### config.mk
export PLATFORM = sky130hd
export DESIGN_NAME = dmem_arbiter
export DESIGN_NICKNAME = d
export VERILOG_FILES = /design/src/rtl/dmem_arbiter.sv
export SDC_FILE = /design/constraint.sdc
export NUM_CORES = 1
export LEC_CHECK = 0
export BUFFER_PORTS_ARGS = -buffer_cell sky130_fd_sc_hd__buf_4
export CAP_MARGIN = 20
export CORE_AREA = 2 2 123 125
export CTS_CLUSTER_DIAMETER = 200
export DETAILED_ROUTE_END_ITERATION = 10
export DIE_AREA = 0 0 125 127
export PLACE_DENSITY = 0.57
export SYNTH_ARGS = -nofsm -noshare
export SYNTH_HDL_FRONTEND = slang
export SYNTH_SLANG_ARGS = --single-unit
### constraint.sdc
create_clock -name clock -period 2.6 [get_ports clock]
set_input_delay 0.26 -clock clock [delete_from_list [all_inputs] [get_ports clock]]
set_output_delay 0.26 -clock clock [all_outputs]
set_load 0.005 [all_outputs]
### src/rtl/dmem_arbiter.sv
// dmem_arbiter: shares the single-port data RAM between the CPU and two
// peripherals (p0 = MIDI event writer, p1 = voice-engine parameter reader).
// The CPU has fixed priority. A starvation counter forces one peripheral slot
// (stalling the CPU) after STARVE_LIMIT blocked cycles. The peripherals
// alternate round-robin among themselves.
module dmem_arbiter #(
    parameter int ADDR_W       = 12,
    parameter int DATA_W       = 32,
    parameter int STARVE_LIMIT = 8
) (
    input  logic              clock,
    input  logic              reset,
    input  logic              cpu_access,
    input  logic              cpu_wren,
    input  logic [ADDR_W-1:0] cpu_addr,
    input  logic [DATA_W-1:0] cpu_wdata,
    output logic [DATA_W-1:0] cpu_rdata,
    output logic              cpu_stall,
    input  logic              p0_req,
    input  logic              p0_we,
    input  logic [ADDR_W-1:0] p0_addr,
    input  logic [DATA_W-1:0] p0_wdata,
    output logic              p0_gnt,
    output logic              p0_rvalid,
    output logic [DATA_W-1:0] p0_rdata,
    input  logic              p1_req,
    input  logic              p1_we,
    input  logic [ADDR_W-1:0] p1_addr,
    input  logic [DATA_W-1:0] p1_wdata,
    output logic              p1_gnt,
    output logic              p1_rvalid,
    output logic [DATA_W-1:0] p1_rdata,
    output logic              ram_wEn,
    output logic [ADDR_W-1:0] ram_addr,
    output logic [DATA_W-1:0] ram_dataIn,
    input  logic [DATA_W-1:0] ram_dataOut
);

    localparam logic [7:0] LIMIT = 8'(STARVE_LIMIT);

    typedef enum logic [1:0] {
        SLOT_IDLE,
        SLOT_CPU,
        SLOT_P0,
        SLOT_P1
    } slot_t;

    slot_t       slot;
    logic [1:0]  req_vec;
    logic [1:0]  we_vec;
    logic [1:0]  gnt_vec;
    logic [1:0]  rvalid_vec;
    logic        force_slot;
    logic        pick_p1;
    logic        last_reg, last_next;
    logic [7:0]  starve_cnt_reg, starve_cnt_next;

    assign req_vec = {p1_req, p0_req};
    assign we_vec  = {p1_we, p0_we};

    // Read data is never buffered; everyone sees the RAM output directly.
    assign cpu_rdata = ram_dataOut;
    assign p0_rdata  = ram_dataOut;
    assign p1_rdata  = ram_dataOut;

    // Slot owner selection; reset holds the slot idle so nothing is granted.
    always_comb begin
        slot       = SLOT_IDLE;
        force_slot = (starve_cnt_reg >= LIMIT) && (|req_vec);
        // With both requesting, the port not granted last time wins.
        pick_p1    = req_vec[1] && (!req_vec[0] || !last_reg);
        if (reset) begin
            slot = SLOT_IDLE;
        end else if (force_slot) begin
            slot = pick_p1 ? SLOT_P1 : SLOT_P0;
        end else if (cpu_access) begin
            slot = SLOT_CPU;
        end else if (|req_vec) begin
            slot = pick_p1 ? SLOT_P1 : SLOT_P0;
        end
    end

    // RAM port mux, grants and the CPU stall derived from the slot owner.
    always_comb begin
        ram_wEn    = 1'b0;
        ram_addr   = '0;
        ram_dataIn = '0;
        gnt_vec    = 2'b00;
        cpu_stall  = 1'b0;
        case (slot)
            SLOT_CPU: begin
                ram_wEn    = cpu_wren;
                ram_addr   = cpu_addr;
                ram_dataIn = cpu_wdata;
            end
            SLOT_P0: begin
                ram_wEn    = p0_we;
                ram_addr   = p0_addr;
                ram_dataIn = p0_wdata;
                gnt_vec[0] = 1'b1;
                cpu_stall  = cpu_access;
            end
            SLOT_P1: begin
                ram_wEn    = p1_we;
                ram_addr   = p1_addr;
                ram_dataIn = p1_wdata;
                gnt_vec[1] = 1'b1;
                cpu_stall  = cpu_access;
            end
            default: ;
        endcase
        // A peripheral can only take the slot from an accessing CPU when forced.
        if (!force_slot) cpu_stall = 1'b0;
    end

    assign p0_gnt = gnt_vec[0];
    assign p1_gnt = gnt_vec[1];

    // Next-state for the round-robin pointer and the saturating starve counter.
    always_comb begin
        last_next       = last_reg;
        starve_cnt_next = starve_cnt_reg;
        if (gnt_vec[1]) begin
            last_next = 1'b1;
        end else if (gnt_vec[0]) begin
            last_next = 1'b0;
        end
        if (|gnt_vec || !(|req_vec)) begin
            starve_cnt_next = 8'd0;
        end else if (starve_cnt_reg != 8'hFF) begin
            starve_cnt_next = starve_cnt_reg + 8'd1;
        end
    end

    // Arbitration state; last starts at p1 so p0 wins the first contention.
    always_ff @(posedge clock or posedge reset) begin
        if (reset) begin
            last_reg       <= 1'b1;
            starve_cnt_reg <= 8'd0;
        end else begin
            last_reg       <= last_next;
            starve_cnt_reg <= starve_cnt_next;
        end
    end

    // Per-port read-valid flag: set the cycle after a granted read.
    genvar gi;
    generate
        for (gi = 0; gi < 2; gi++) begin : g_port
            logic rvalid_reg;
            // Registered read-valid; asynchronously dropped on reset.
            always_ff @(posedge clock or posedge reset) begin
                if (reset) begin
                    rvalid_reg <= 1'b0;
                end else begin
                    rvalid_reg <= gnt_vec[gi] & ~we_vec[gi];
                end
            end
            assign rvalid_vec[gi] = rvalid_reg;
        end
    endgenerate

    assign p0_rvalid = rvalid_vec[0];
    assign p1_rvalid = rvalid_vec[1];

endmodule

* Yosys cells after proc, flatten, opt, wreduce, memory -nomap -nowiden *
Index checks and enable logic that the tools add are counted.

word-level totals
  output and inout bits = 146
  bits in registers = 11
  logic and storage cells = 42
  input port bits = 172

cells by class
  bitwise logic cells = 4
  reductions and logical operators = 12
  $add $sub $neg = 1
  equal/unequal tests = 4
  magnitude comparators = 1
  multiplexer cells = 16

operators by type and width
  kind                                                                count
  case mux 32 bit (3 select lines)                                    1
  case mux 12 bit (3 select lines)                                    1
  two-way mux 8 bit                                                   2
  adder 8 x 1 -> 8 bit (second input constant)                        1
  greater-or-equal comparator 8 x 4 -> 1 bit (second input constant)  1
  two-way mux 2 bit                                                   4
  != test 8 bit (second input constant)                               1
  two-way mux 1 bit                                                   7
  OR reduction 2 bit                                                  3
  equality test 2 bit (second input constant)                         2
  nonzero test 2 bit                                                  2
  zero test 1 bit                                                     3
  case mux 1 bit (3 select lines)                                     1
  AND 1 bit                                                           2
  equality test 2 x 1 -> 1 bit (second input constant)                1
  logical AND 1 bit                                                   2
  logical OR 1 bit                                                    2
  NOT 1 bit                                                           2

* Longest topological paths before layout *
Gate-level depths: netlist of the first run.

  word-level depth = 13
  mapped depth = 6
  mapped depth without buffers = 5

* Least setup slack after synthesis of the first run *
OpenSTA, ideal clock, no wires.

  path type = flip-flop to output port
  from = register starve_cnt_reg[3]
  to = output port ram_addr[0]
  path buffers = 2
  cell stages (with the launch flop) = 7
  arrival = 1.381 ns
  slack = 0.959 ns
  cell sequence = dfrtp_1 nor3_4 o2bb2ai_2 and3_4 buf_12 buf_12 o2bb2ai_2

between the ends
  longest elaborated chain between the ends = 6

ends and longest elaborated chain
  item                                                                        line  source
  from (decl)                                                                 56    logic [7:0] starve_cnt_reg, starve_cnt_next;
  from (signal assigned)                                                      142   starve_cnt_reg <= starve_cnt_next;
  greater-or-equal comparator 8 x 4 -> 1 bit *                                69    force_slot = (starve_cnt_reg >= LIMIT) && (|req_vec);
  logical AND 1 bit *                                                         69
  two-way mux 2 bit *                                                         74    end else if (force_slot) begin
  two-way mux 2 bit *                                                         72    if (reset) begin
  equality test 2 bit / equality test 2 x 1 -> 1 bit (equally long branches)  90    case (slot)
  case mux 12 bit (3 select lines) *                                          90
  to (decl)                                                                   34    output logic [ADDR_W-1:0] ram_addr,

Mark *: on every way between the ends. The rest lies on a longest branch, timed or not.

* Final worst setup path of the first run *
  from = register starve_cnt_reg[3]
  to = output port ram_dataIn[0]

between the ends
  longest elaborated chain between the ends = 6

ends and longest elaborated chain
  item                                                                        line  source
  greater-or-equal comparator 8 x 4 -> 1 bit *                                69
  logical AND 1 bit *                                                         69
  two-way mux 2 bit *                                                         74
  two-way mux 2 bit *                                                         72
  equality test 2 bit / equality test 2 x 1 -> 1 bit (equally long branches)  90
  case mux 32 bit (3 select lines) *                                          90
  to (decl)                                                                   35    output logic [DATA_W-1:0] ram_dataIn,

Marks and branches as above.

==> summary.md, run 1 <==
The run finished with clean final reports. Setup repair after global routing left no endpoint under its margin. For this design, the CTS-stage hold fixing added 0 buffers. Between clock sinks in the finished design, the worst skew comes to 0.00411 ns. For the number of cell rows, the log shows 44. The antenna diode count is 0. The fraction of met1 tracks used by global routing was 9.90%; the largest buffer count on any clock path was 2. The count of final max-slew check failures was 0.

The total of flip-flops plus latches after synthesis is 11. By area the synthesized netlist is led by buf_4 (30%), o2bb2ai_2 (24%), a22oi_1 (13%), dfrtp_1 (9.9%), buf_12 (4.0%). Worst slew slack as a fraction of its limit: 64.4%.

For the quantity of gates resized following cts, the log shows 0. After clock tree synthesis, the clock-pin slew on the worst setup and hold paths is 0.04 ns. The logs give 6880 µm for the post-detailed-placement half-perimeter wirelength and 271 for the gate count of the mapped netlist. Among all cell types in the netlist, the one instantiated most often is buf_4. For this run, the total global-route usage over all layers was measured as 9.67%. The logs give 14400 µm² for the area of the core and 2343 for the total via count in the routed design.

The floorplan step defined a die boundary enclosing 15900 µm². met2 is the most crowded layer. Core utilization of the finished layout: 23.8%. The per-cell routed wire length is 15.3 µm. The fraction of post-synthesis cell area in the top cell type by area is 29.5%, and the level count of the clock H-tree is 1.

Overall power consumption after layout is estimated at 1.09 mW. The post-CTS setup repair buffer count is 0. The worst setup path is launched from a flip-flop. The final layout contains 532 nets.

The worst-margin pin slew is 0.530 ns. The synthesized design contains 0 enable-type register cells. The routed wire length is 8300 µm. The run gives 0 as the number of endpoints with negative hold slack in the final report. Number of endpoints failing setup at the final stage: 0. By count the netlist is led by buf_4 (99), a22oi_1 (44), o2bb2ai_2 (41). The type of the most critical hold path was in2async.

The CTS root buffer was clkbuf_16. Counting every net in the synthesized netlist gives 445. The logs give 0.823 for the final weighted congestion of routability-driven global placement and 2.03 ns for the arrival time at the worst endpoint. The logs give 0 for the number of nets with antenna violations after routing and 18.6% for the met2 usage. Of all cell types, the one taking the most synthesized area is buf_4.

Dividing the synthesized area by the synthesized cell count gives 9.28 µm². The tools report the worst endpoint required time as 2.34 ns. The floorplan step set the die width to 125 µm. The number of maximum-capacitance constraint violations is 0. Yosys mapped the design onto 37 distinct sky130hd cell types.

In this run the count of I/O pins placed on the die edge is 318. The first TritonRoute pass finished after 4 iterations. The leakage power of the design is 1.52 nW. For the number of global-route vias before repair, the log shows 2455. The start-to-end type of the worst setup path is reg2out. The multi-input combinational cells in the finished layout cover a total of 1330 µm². The number of antenna violations at the first check in global routing is 0, and the largest driver fanout on the critical path is 27.

The CTS buffer count is 3, and the portion of the clock cycle consumed by the worst path in the final layout is 88.0%. For this run, the number of Yosys warnings is 0. Largest vdd supply drop: 0.310 mV. The total of buffers placed on input and output ports works out to 189. The clock reaches the later pin of the worst-skew pair after 0.24 ns. Summed over all failing endpoints, the final setup total negative slack is 0 ns. The die extent in y is 127 µm, and the effective utilization at floorplan is 17.4%. The setup check on the worst reg-to-reg path leaves a slack of 0.71 ns.

From synthesis to final layout, the design area changed by 36.6%. Cells with a size suffix above 1 make up 69.7% of the layout. The residual overflow from global routing is 0. After the first detailed-routing iteration, the DRC count stood at 63. The first global-routing pass estimated 12800 µm of wire.

STA classifies the critical path endpoint as an output pin. The run gives 437 MHz as the maximum clock frequency. The sequential cells in the finished layout cover a total of 277 µm².

The CTS sink count was 11. TritonCTS built the clock tree. The most used flip-flop cell after synthesis is dfrtp_1. The areal power density over the cells was 316 nW/µm²; the met3 layer usage reported by global route was 3.60%. The mapped netlist covers 2520 µm².

Using the TritonRoute via totals, the vias-per-cell ratio works out to 4.33. Sequential elements use 11.0% of the synthesized area. Share of async-settable or async-resettable flops after synthesis: 100%. The largest net degree at the start of global routing came out at 30. Number of flip-flops in the largest register: 8.

The minimum clock period works out to 2.29 ns. The filler cells instantiated in the layout total 1561. The tools report the number of design rule violations left after detail routing as 0.
==> layout by cell type (no fill, tap or decap), drive strengths merged, types with 2 or more instances in the layout <==
cell / count
nand2: 4
o2bb2ai: 45
clkbuf: 4
a31oi: 5
and2: 2
buf: 198
inv: 3
dfrtp: 10
nor3: 7
nor3b: 2
nand3: 3
a21oi: 2
and3: 2
a22oi: 44
nor2: 9
nor2b: 2
ha: 2
==> power breakdown <==
group          total [mW]  switching (mW)  leakage, nW  internal, mW
clock               0.279          0.0731       0.0382         0.206
combinational       0.605           0.266         1.34         0.339
sequential          0.203          0.0141        0.147         0.189
==> cell families (layout without fill, tap and decap cells) <==
logic type,Yosys count,in the layout,synth area share (%)
buffers and inverters,119,205,36.3
AO/OA/AOI/OAI,103,103,43.3
AND/OR/NAND/NOR,34,34,7.71
flip-flops,11,11,11.0
adder cells (fa/ha/maj),2,2,0.994
XOR/XNOR,1,1,0.348
multiplexers,1,1,0.398
==> worst paths after layout <==
path,start,end,cells past startpoint
setup reg to reg,starve_cnt_reg[3],starve_cnt_reg[2],5
min in group clock,p1_we,p1_rvalid,2
hold reg to reg,last_reg,last_reg,2
max in group asynchronous,reset,last_reg,3
hold / removal,reset,p0_rvalid,3
setup / recovery,starve_cnt_reg[3],ram_dataIn[0],6
==> per-layer routing <==
layer	vias up	part of all wire, %
met2	150	53
li1	1092	-
met3	23	10
met4	0	2.1
met5	-	0
met1	1078	35
==> critical path: stages, from the launching register on <==
cell       delay, ns
dfrtp_1         0.46
nor3_4          0.27
o2bb2ai_2       0.15
and3_4          0.20
buf_4           0.37
o2bb2ai_2       0.18
buf_4           0.15
==> final cells by class <==
class	count	share of cell area [%]
repair buffers	198	44.0
flip-flops and latches	11	8.05
inverters	3	0.328
well taps	184	6.70
clock buffers	4	2.29
multi-input cells	141	38.7
==> stage by stage <==
stage          hold slack (ns)  instances  setup WS, ns  instance area [µm²]
6_report                0.0651        541         0.313                 3440
5_1_grt                 0.0872        541         0.186                 3440
4_1_cts                 0.0698        541         0.301                 3440
3_5_place_dp             0.321        537         0.552                 3360
3_3_place_gp             0.313        537         0.589                 3360
2_1_floorplan            0.120        271         0.959                 2520
Power figures use the tool's default switching activity.
==> inputs of run 2 (changes only) <==
Settings changed: PLACE_DENSITY 0.57 to 0.59, SKIP_CTS_REPAIR_TIMING set to 1.
Clock period 2.6 ns to 1.9 ns, I/O delays scaled along.
==> run 2 against run 1 <==
Against the previous run:
- the flow now finishes with violations (setup timing)
- power is 41% higher
- die area stayed put
- wire length is 7.8% higher
- cell count is 1.1% higher
- highest routed layer unchanged
==> summary.md, run 2 (same netlist as run 1, synthesis figures left out) <==
Per report_power, the combinational group accounts for 57.3% of the total. The per-cell routed wire length works out to 16.4 µm. Leaving out fill and tap cells, the most frequent cells in the layout are buf_4 (195), a22oi_1 (42), o2bb2ai_2 (40). Once the floorplan was initialized, standard cells occupied 17.4% of the core.

The clock arrives with 0.00167 ns of skew. Total of buffers placed on input and output ports: 189. The number of design rule violations left after detail routing is 0. Summing all multi-input logic gate instances after layout gives 1380 µm².

The tool flagged a number of max-cap violations equal to 0. The number of endpoints with negative hold slack in the final report is 0. The tools report the post-detailed-placement half-perimeter wirelength as 6990 µm. The clock network accounts for 24.7% of the total power. The signed area change from the synthesized netlist to the final layout was 43.7%. From bottom edge to top edge, the die measures 127 µm. The placed instances occupy a cell area of 3410 µm².

STA classifies the critical path startpoint as a flip-flop. For this run the aggregate overflow at the end of global routing stands at 0. Setup repair after global routing could not meet its margin everywhere. Global routing consumed, on the met3 layer, 2.89% of the routing resources.

In the routed layout, each cell is associated on average with a via count of 4.39. The clock passes through at most 2 buffers. Number of design-rule violations left by the first detailed-router iteration: 67.

Of the total power, the share spent switching nets is 32.4%. The number of nets with antenna violations after routing was 0; the CTS sink count was 11. IR analysis of the VDD net gives a maximum drop of 0.379 mV.

The first global-routing pass estimated 13100 µm of wire. The tools report the reg-to-reg startpoint as starve_cnt_reg[4]. The largest driver fanout on the critical path came out at 17. The run gives 44 as the number of cell rows.

The analysis attributes to net switching a power of 498 µW. The antenna diode count came out at 0. The start-to-end type of the worst setup path was reg2out. The clock slew seen by the registers of the worst setup and hold paths is 0.04 ns, and the fraction of layout cells with a size suffix above 1 is 72.2%. The tools report the critical path endpoint category as an output pin. After global routing, the most crowded layer is met2. Final hold slack: 0.000486 ns. The final reports fail on setup timing. The most common cell after layout, fill and taps aside was buf_4. The part of the power in registers was 18.1%; the worst-case register-to-register setup slack was 0.32 ns. The tools report the count of final max-slew check failures as 0. For the worst-case setup margin in the final layout, the log shows -0.113 ns. Minimum clock period: 2.01 ns.

The type of the most critical hold path is in2async. For this run, the total global-route usage over all layers was measured as 10.2%. Of the available clock period, the critical path in the final layout requires 106%. The tools report the setup TNS as -3.21 ns. The tools report the number of ports placed on the die boundary as 318. The total area inside the core boundary comes to 14400 µm².

In the global route stage, met1 resource usage came out at 11.3%. In this run the tightest slew margin relative to its limit is 64.3%. The total number of nets in the final design came out at 538. Measured along the x axis, the die boundary spans 125 µm.

The internal portion of the total power is 1.04 mW. The number of antenna violations at the first check in global routing came out at 0. The clock reaches the later pin of the worst-skew pair after 0.23 ns. The sequential cells in the finished layout cover a total of 279 µm². The congestion estimate from routability-driven global placement came to 0.873. The maximum clock frequency is 497 MHz, and the post-layout instance area is 3620 µm². For the routed wire length, the log shows 8950 µm. The areal power density over the cells was 425 nW/µm²; the total die area was 15900 µm².

Number of global-route vias before repair: 2492. The run gives 1.71 ns as the worst endpoint required time. The first detailed-routing pass took 4 iterations. The total via count in the routed design came out at 2401. The register with the most flip-flops in the layout has 8 of them. TritonCTS built the clock tree. Entering global routing, the biggest net connects 37 pins.

Arrival time at the worst endpoint: 1.82 ns. The tools report the number of endpoints failing setup at the final stage as 44. The analysis attributes to cell leakage a power of 1.59 nW. The flow ran to the end, but the final reports show violations. The level count of the clock H-tree is 1. For the worst flop-to-flop path, the logic depth is 5.

The number of clock buffers added by TritonCTS is 3. The run gives 19.0% as the met2 usage. The root buffer cell chosen for the clock tree is clkbuf_16. At the placement stage, the worst setup path has a slack of 0.127 ns. For the pin with the worst max-slew slack, the measured transition is 0.533 ns. Fill cell instance count of the final layout: 1562. In this run the critical register-to-register path is captured at starve_cnt_reg[3].
[run 2: cell count changes in the layout (fill, tap and decap cells not counted), moves of 2 or more]
cell,delta
clkbuf_16,+2
buf_6,+2
buf_12,+3
o2bb2ai_4,+2
a22oi_2,+2
dfrtp_2,+2
dfrtp_1,-2
a22oi_1,-2
[run 2: area by class of cell]
| cell class | count | area share [%] |
|---|---|---|
| clock buffers | 4 | 2.18 |
| repair buffers | 204 | 45.3 |
| multi-input cells | 141 | 38.2 |
| flip-flops and latches | 11 | 7.72 |
| inverters | 3 | 0.311 |
| well taps | 184 | 6.37 |
[run 2: power groups by stage]
stage | logic (mW) | registers (mW) | clock network (mW)
2_1_floorplan | 0.561 | 0.278 | 0
5_1_grt | 0.954 | 0.281 | 0.404
3_5_place_dp | 0.855 | 0.281 | 0
3_3_place_gp | 0.828 | 0.279 | 0
4_1_cts | 0.857 | 0.278 | 0.389
6_report | 0.880 | 0.278 | 0.379
[run 2: worst max-delay path by stage]
stage / start / to / slack (ns) / cells past startpoint
after floorplan: starve_cnt_reg[3] / ram_addr[0] / 0.33 / 6
after global placement: starve_cnt_reg[4] / ram_dataIn[6] / 0.17 / 6
after detailed placement: starve_cnt_reg[4] / ram_dataIn[7] / 0.13 / 6
after CTS: starve_cnt_reg[4] / ram_dataIn[7] / -0.13 / 6
after global routing: starve_cnt_reg[4] / ram_wEn / -0.20 / 6
final: starve_cnt_reg[4] / ram_wEn / -0.11 / 6
[run 2: metrics by stage]
stage,util (%),power [mW],cells
CTS,24.2,1.52,543
floorplan,-,0.839,271
global route,25.1,1.64,547
detailed placement,23.6,1.14,539
finish,25.1,1.54,547
global placement,23.6,1.11,539
[run 2: critical path, stage by stage (launching register included)]
cell and delay [ns]:
dfrtp_2 0.42, nor3_4 0.25, o2bb2ai_4 0.14, and3_4 0.30, buf_12 0.21, o2bb2ai_2 0.13
buf_4 0.13
[run 2: layer usage]
| metal | vias to the layer above | routed length, µm |
|---|---|---|
| met1 | 1124 | 3480 |
| met2 | 145 | 4530 |
| met4 | 0 | 210 |
| li1 | 1109 | - |
| met5 | - | 0 |
| met3 | 23 | 724 |
==> inputs of run 3 (changes only) <==
Settings changed: ABC_AREA set to 1, CORE_AREA 2 2 123 125 to 2 2 125 127, DIE_AREA 0 0 125 127 to 0 0 127 129, GPL_TIMING_DRIVEN set to 1, PLACE_DENSITY 0.59 to 0.61.
==> run 3 against run 2 <==
Against the previous run:
- the run still ends with setup timing left
- wire length rose by 47%
- register-to-register slack got worse by 0.08 ns
- cell count rose by 39%
- core utilization rose by 4.0 points
- count of clock-buffer cells in the layout did not move
- synthesized area rose by 21%
- via count rose by 50%
==> summary.md, run 3 <==
Combinational logic burns 65.7% of the power. The run gives 0 as the number of nets with antenna violations after routing. Detailed routing placed a total of 6460 µm of wire on met2. Broken down by cell family, the worst path's largest delay share belongs to simple AND/OR/NAND/NOR gates. For the pin with the worst max-slew slack, the measured transition is 0.361 ns.

The effective utilization at floorplan came out at 20.3%. STA classifies the critical path startpoint as a flip-flop. The total of flip-flops plus latches after synthesis is 11, and the die width is 127 µm. The number of global-route vias before repair was 3003; the routed wire length was 13200 µm. The switching power summed over all nets was 755 µW. The cell with the largest stage delay on the worst path was dfrtp_2.

Total via count in the routed design: 3593. The cell count of the worst reg-to-reg path came out at 7. The Yosys step of the flow raised 0 warnings. The number of library cell types mapped by synthesis was 28. For the largest vdd supply drop, the log shows 0.216 mV. Cell taking the most area after synthesis: nand4_1.

Setup violations remaining at the end of the flow were counted as 45. The run gives 12.0% as the global-route usage over all layers. The share of total power dissipated in sequential elements is 14.5%. Entering global routing, the biggest net connects 62 pins. The CTS root buffer was clkbuf_16. The tools report the number of endpoints with negative hold slack in the final report as 0.

The areal power density over the cells came out at 448 nW/µm². The tool flagged a number of max-cap violations equal to 0. Antenna diode count: 0.

The critical path crosses 9 cells after its start point. Timing would allow up to 495 MHz. For the final routed database, the setup TNS stands at -2.74 ns. For the area of the core, the log shows 15000 µm². The first global-routing pass estimated 15900 µm of wire. At the end of routability-driven placement, the weighted congestion stood at 0.727. The portion of the clock cycle consumed by the worst path in the final layout works out to 106%.

The most used flip-flop cell after synthesis is dfrtp_1. During I/O placement, the number of pins put on the boundary was 318. Total of buffers placed on input and output ports: 189.

Of the total power, the clock network draws 19.8%. In the routed design, unresolved DRC markers number 0. Largest driver fanout on the critical path: 5.

The count of final max-slew check failures was 0; the level count of the clock H-tree was 1. At the end of the flow, the number of nets in the layout was 745. The sequential share of the synthesized area is 9.10%, and the met3 routed wirelength is 1250 µm. After layout, the minimum clock period comes to 2.02 ns. The number of buffers and inverters on the critical path is 4. The share of synthesized area in the top cell type comes to 28.2%. The area growth from synthesis to layout is 43.2%.

The clock net in this run drives a total of 11 sinks. Counting along the longest clock path gives a buffer depth of 2. Yosys attributes the largest share of cell area to nand4_1 (28%), buf_4 (27%), nand2_1 (12%), dfrtp_1 (8.2%), inv_1 (6.5%).

The cell with the most instances on the worst path is nand4_1. The maximum clock skew at final layout came out at 0.00172 ns. The checks that failed: setup timing. The worst pin sits at a relative slew slack of 76.0%.

In this run the cell area of the synthesized design comes to 3040 µm². The internal power of the cells totals 1.20 mW. Synthesis produced a netlist with a net count of 660. The run finished, with violations left.

Synthesis handed over a netlist of 486 instances. Start-to-end type of the worst setup path: reg2out. The net switching share of the total power was 38.7%; the worst-case setup margin in the final layout was -0.122 ns.

STA puts the critical path data arrival time at 1.83 ns. The floorplan has 45 rows. The register with the most flip-flops in the layout has 8 of them. In the final layout, the share of cells above drive strength 1 is 43.0%. Summed over all layers, the global routing overflow is 0. Overall power consumption after layout is estimated at 1.95 mW.

The tools report the critical path endpoint category as an output pin. Source-to-sink clock delay at the later pin of the worst-skew pair: 0.24 ns. Setup repair after global routing could not meet its margin everywhere. Once detailed placement completed, the half-perimeter wirelength came to 8020 µm. Most common cell after layout, fill and taps aside: buf_4. Clock tree synthesis inserted a total of 3 buffers.

Dividing the detail-routed wire length by the instance count gives 17.4 µm. TritonCTS built the clock tree. The number of antenna violations at the first check in global routing was 0.

The signal on the critical path passes through nor2_2, nand4_1, buf_4, clkbuf_16, nand4_1, nand2_1, inv_1, nand2_2, buf_6. The die covers 16400 µm². The worst endpoint required time was 1.71 ns. The number of enable-type register cells in the synthesized netlist works out to 0. The number of design-rule violations left by the first detailed-router iteration is 212. For this run, the slowest stage of the critical path takes 0.41 ns.

Sorting the synthesized cells by how often they occur yields nand4_1 (137), buf_4 (109), nand2_1 (99). The die extent in y was 129 µm; the post-detailed-route via-to-cell ratio was 4.74. After detailed routing, the wire length on met1 is 5180 µm. Count of placed standard cells in the final layout, fillers left out: 758.

The uppermost metal layer occupied by signal nets was met4. The type of the most critical hold path was in2async. The first detailed-routing pass ran for 4 iterations.

After synthesis, the share of flip-flops with an asynchronous set or reset is 100%. The clock slew seen by the registers of the worst setup and hold paths came out at 0.04 ns. Measured on the finished design, the core utilization comes to 29.1%. For the leakage power of the design, the log shows 2.30 nW. The top cell types in the final layout, fill and taps aside, are buf_4 (183), nand4_1 (137), nand2_1 (95). Averaged over all synthesized cells, the footprint is 6.25 µm².

The leading cell type by number of instances after synthesis was nand4_1. The run gives 739 as the placed instance count.
## run 3: cell count changes after synthesis, sizes merged, moves of 5 or more
| cell | before | now |
|---|---|---|
| nor2 | 9 | 17 |
| a22oi | 44 | 0 |
| nand2 | 4 | 102 |
| nand4 | 1 | 138 |
| a31oi | 5 | 0 |
| inv | 3 | 56 |
| o2bb2ai | 45 | 0 |
| buf | 111 | 136 |
## run 3: path summary, 6_finish.rpt
check	start	end	slack, ns
max	starve_cnt_reg[6]	ram_dataIn[4]	-0.12
min	reset	starve_cnt_reg[5]	0.04
max reg2reg	starve_cnt_reg[6]	starve_cnt_reg[0]	0.24
min reg2reg	last_reg	last_reg	0.47
max in group asynchronous	reset	last_reg	1.59
min in group clock	p1_we	p1_rvalid	0.13
## run 3: per-layer routing
metal	track usage (%)	up-vias
met1	14.6	1626
met4	4.07	0
met3	3.04	29
met5	0	-
li1	-	1744
met2	20.8	194
## run 3: worst register-to-register path, stage by stage (launching register included)
cell and delay (ns):
dfrtp_2 0.41, nor2_2 0.13, nand4_1 0.19, buf_4 0.20, clkbuf_16 0.16, nand2_8 0.16
nand2_2 0.15, nor3_2 0.18
## run 3: metrics by stage
stage          instance area [µm²]  setup slack [ns]  hold slack, ns
4_1_cts                       3920            -0.143          0.0440
3_5_place_dp                  3840             0.122           0.296
2_1_floorplan                 3040             0.450           0.210
3_3_place_gp                  3840             0.117           0.294
5_1_grt                       4350            -0.195          0.0551
6_report                      4350            -0.122          0.0406
## run 3: kinds of logic (layout without fill, tap and decap cells)
family | count (synthesis) | after routing | synth area share (%)
adders and majority gates | 2 | 2 | 0.823
buffers and inverters | 195 | 277 | 40.7
and+or+nand+nor | 266 | 268 | 47.1
DFF | 11 | 11 | 9.10
AOI/OAI and AO/OA | 10 | 10 | 1.73
xor gates and xnor gates | 2 | 2 | 0.576
## run 3: layout make-up
type / count / area (µm²)
fillers: 1650 / 10600
repair buffers: 216 / 1950
multi-input cells: 282 / 1600
flip-flops and latches: 11 / 278
well taps: 188 / 235
inverters: 57 / 214
clock buffers: 4 / 78.8
## run 3: power by group through the flow
stage          Combinational, mW  Clock, mW  Sequential (mW)
2_1_floorplan              0.689          0            0.281
3_3_place_gp                1.03          0            0.285
3_5_place_dp                1.03          0            0.285
4_1_cts                     1.04      0.393            0.281
5_1_grt                     1.38      0.409            0.285
6_report                    1.28      0.386            0.282
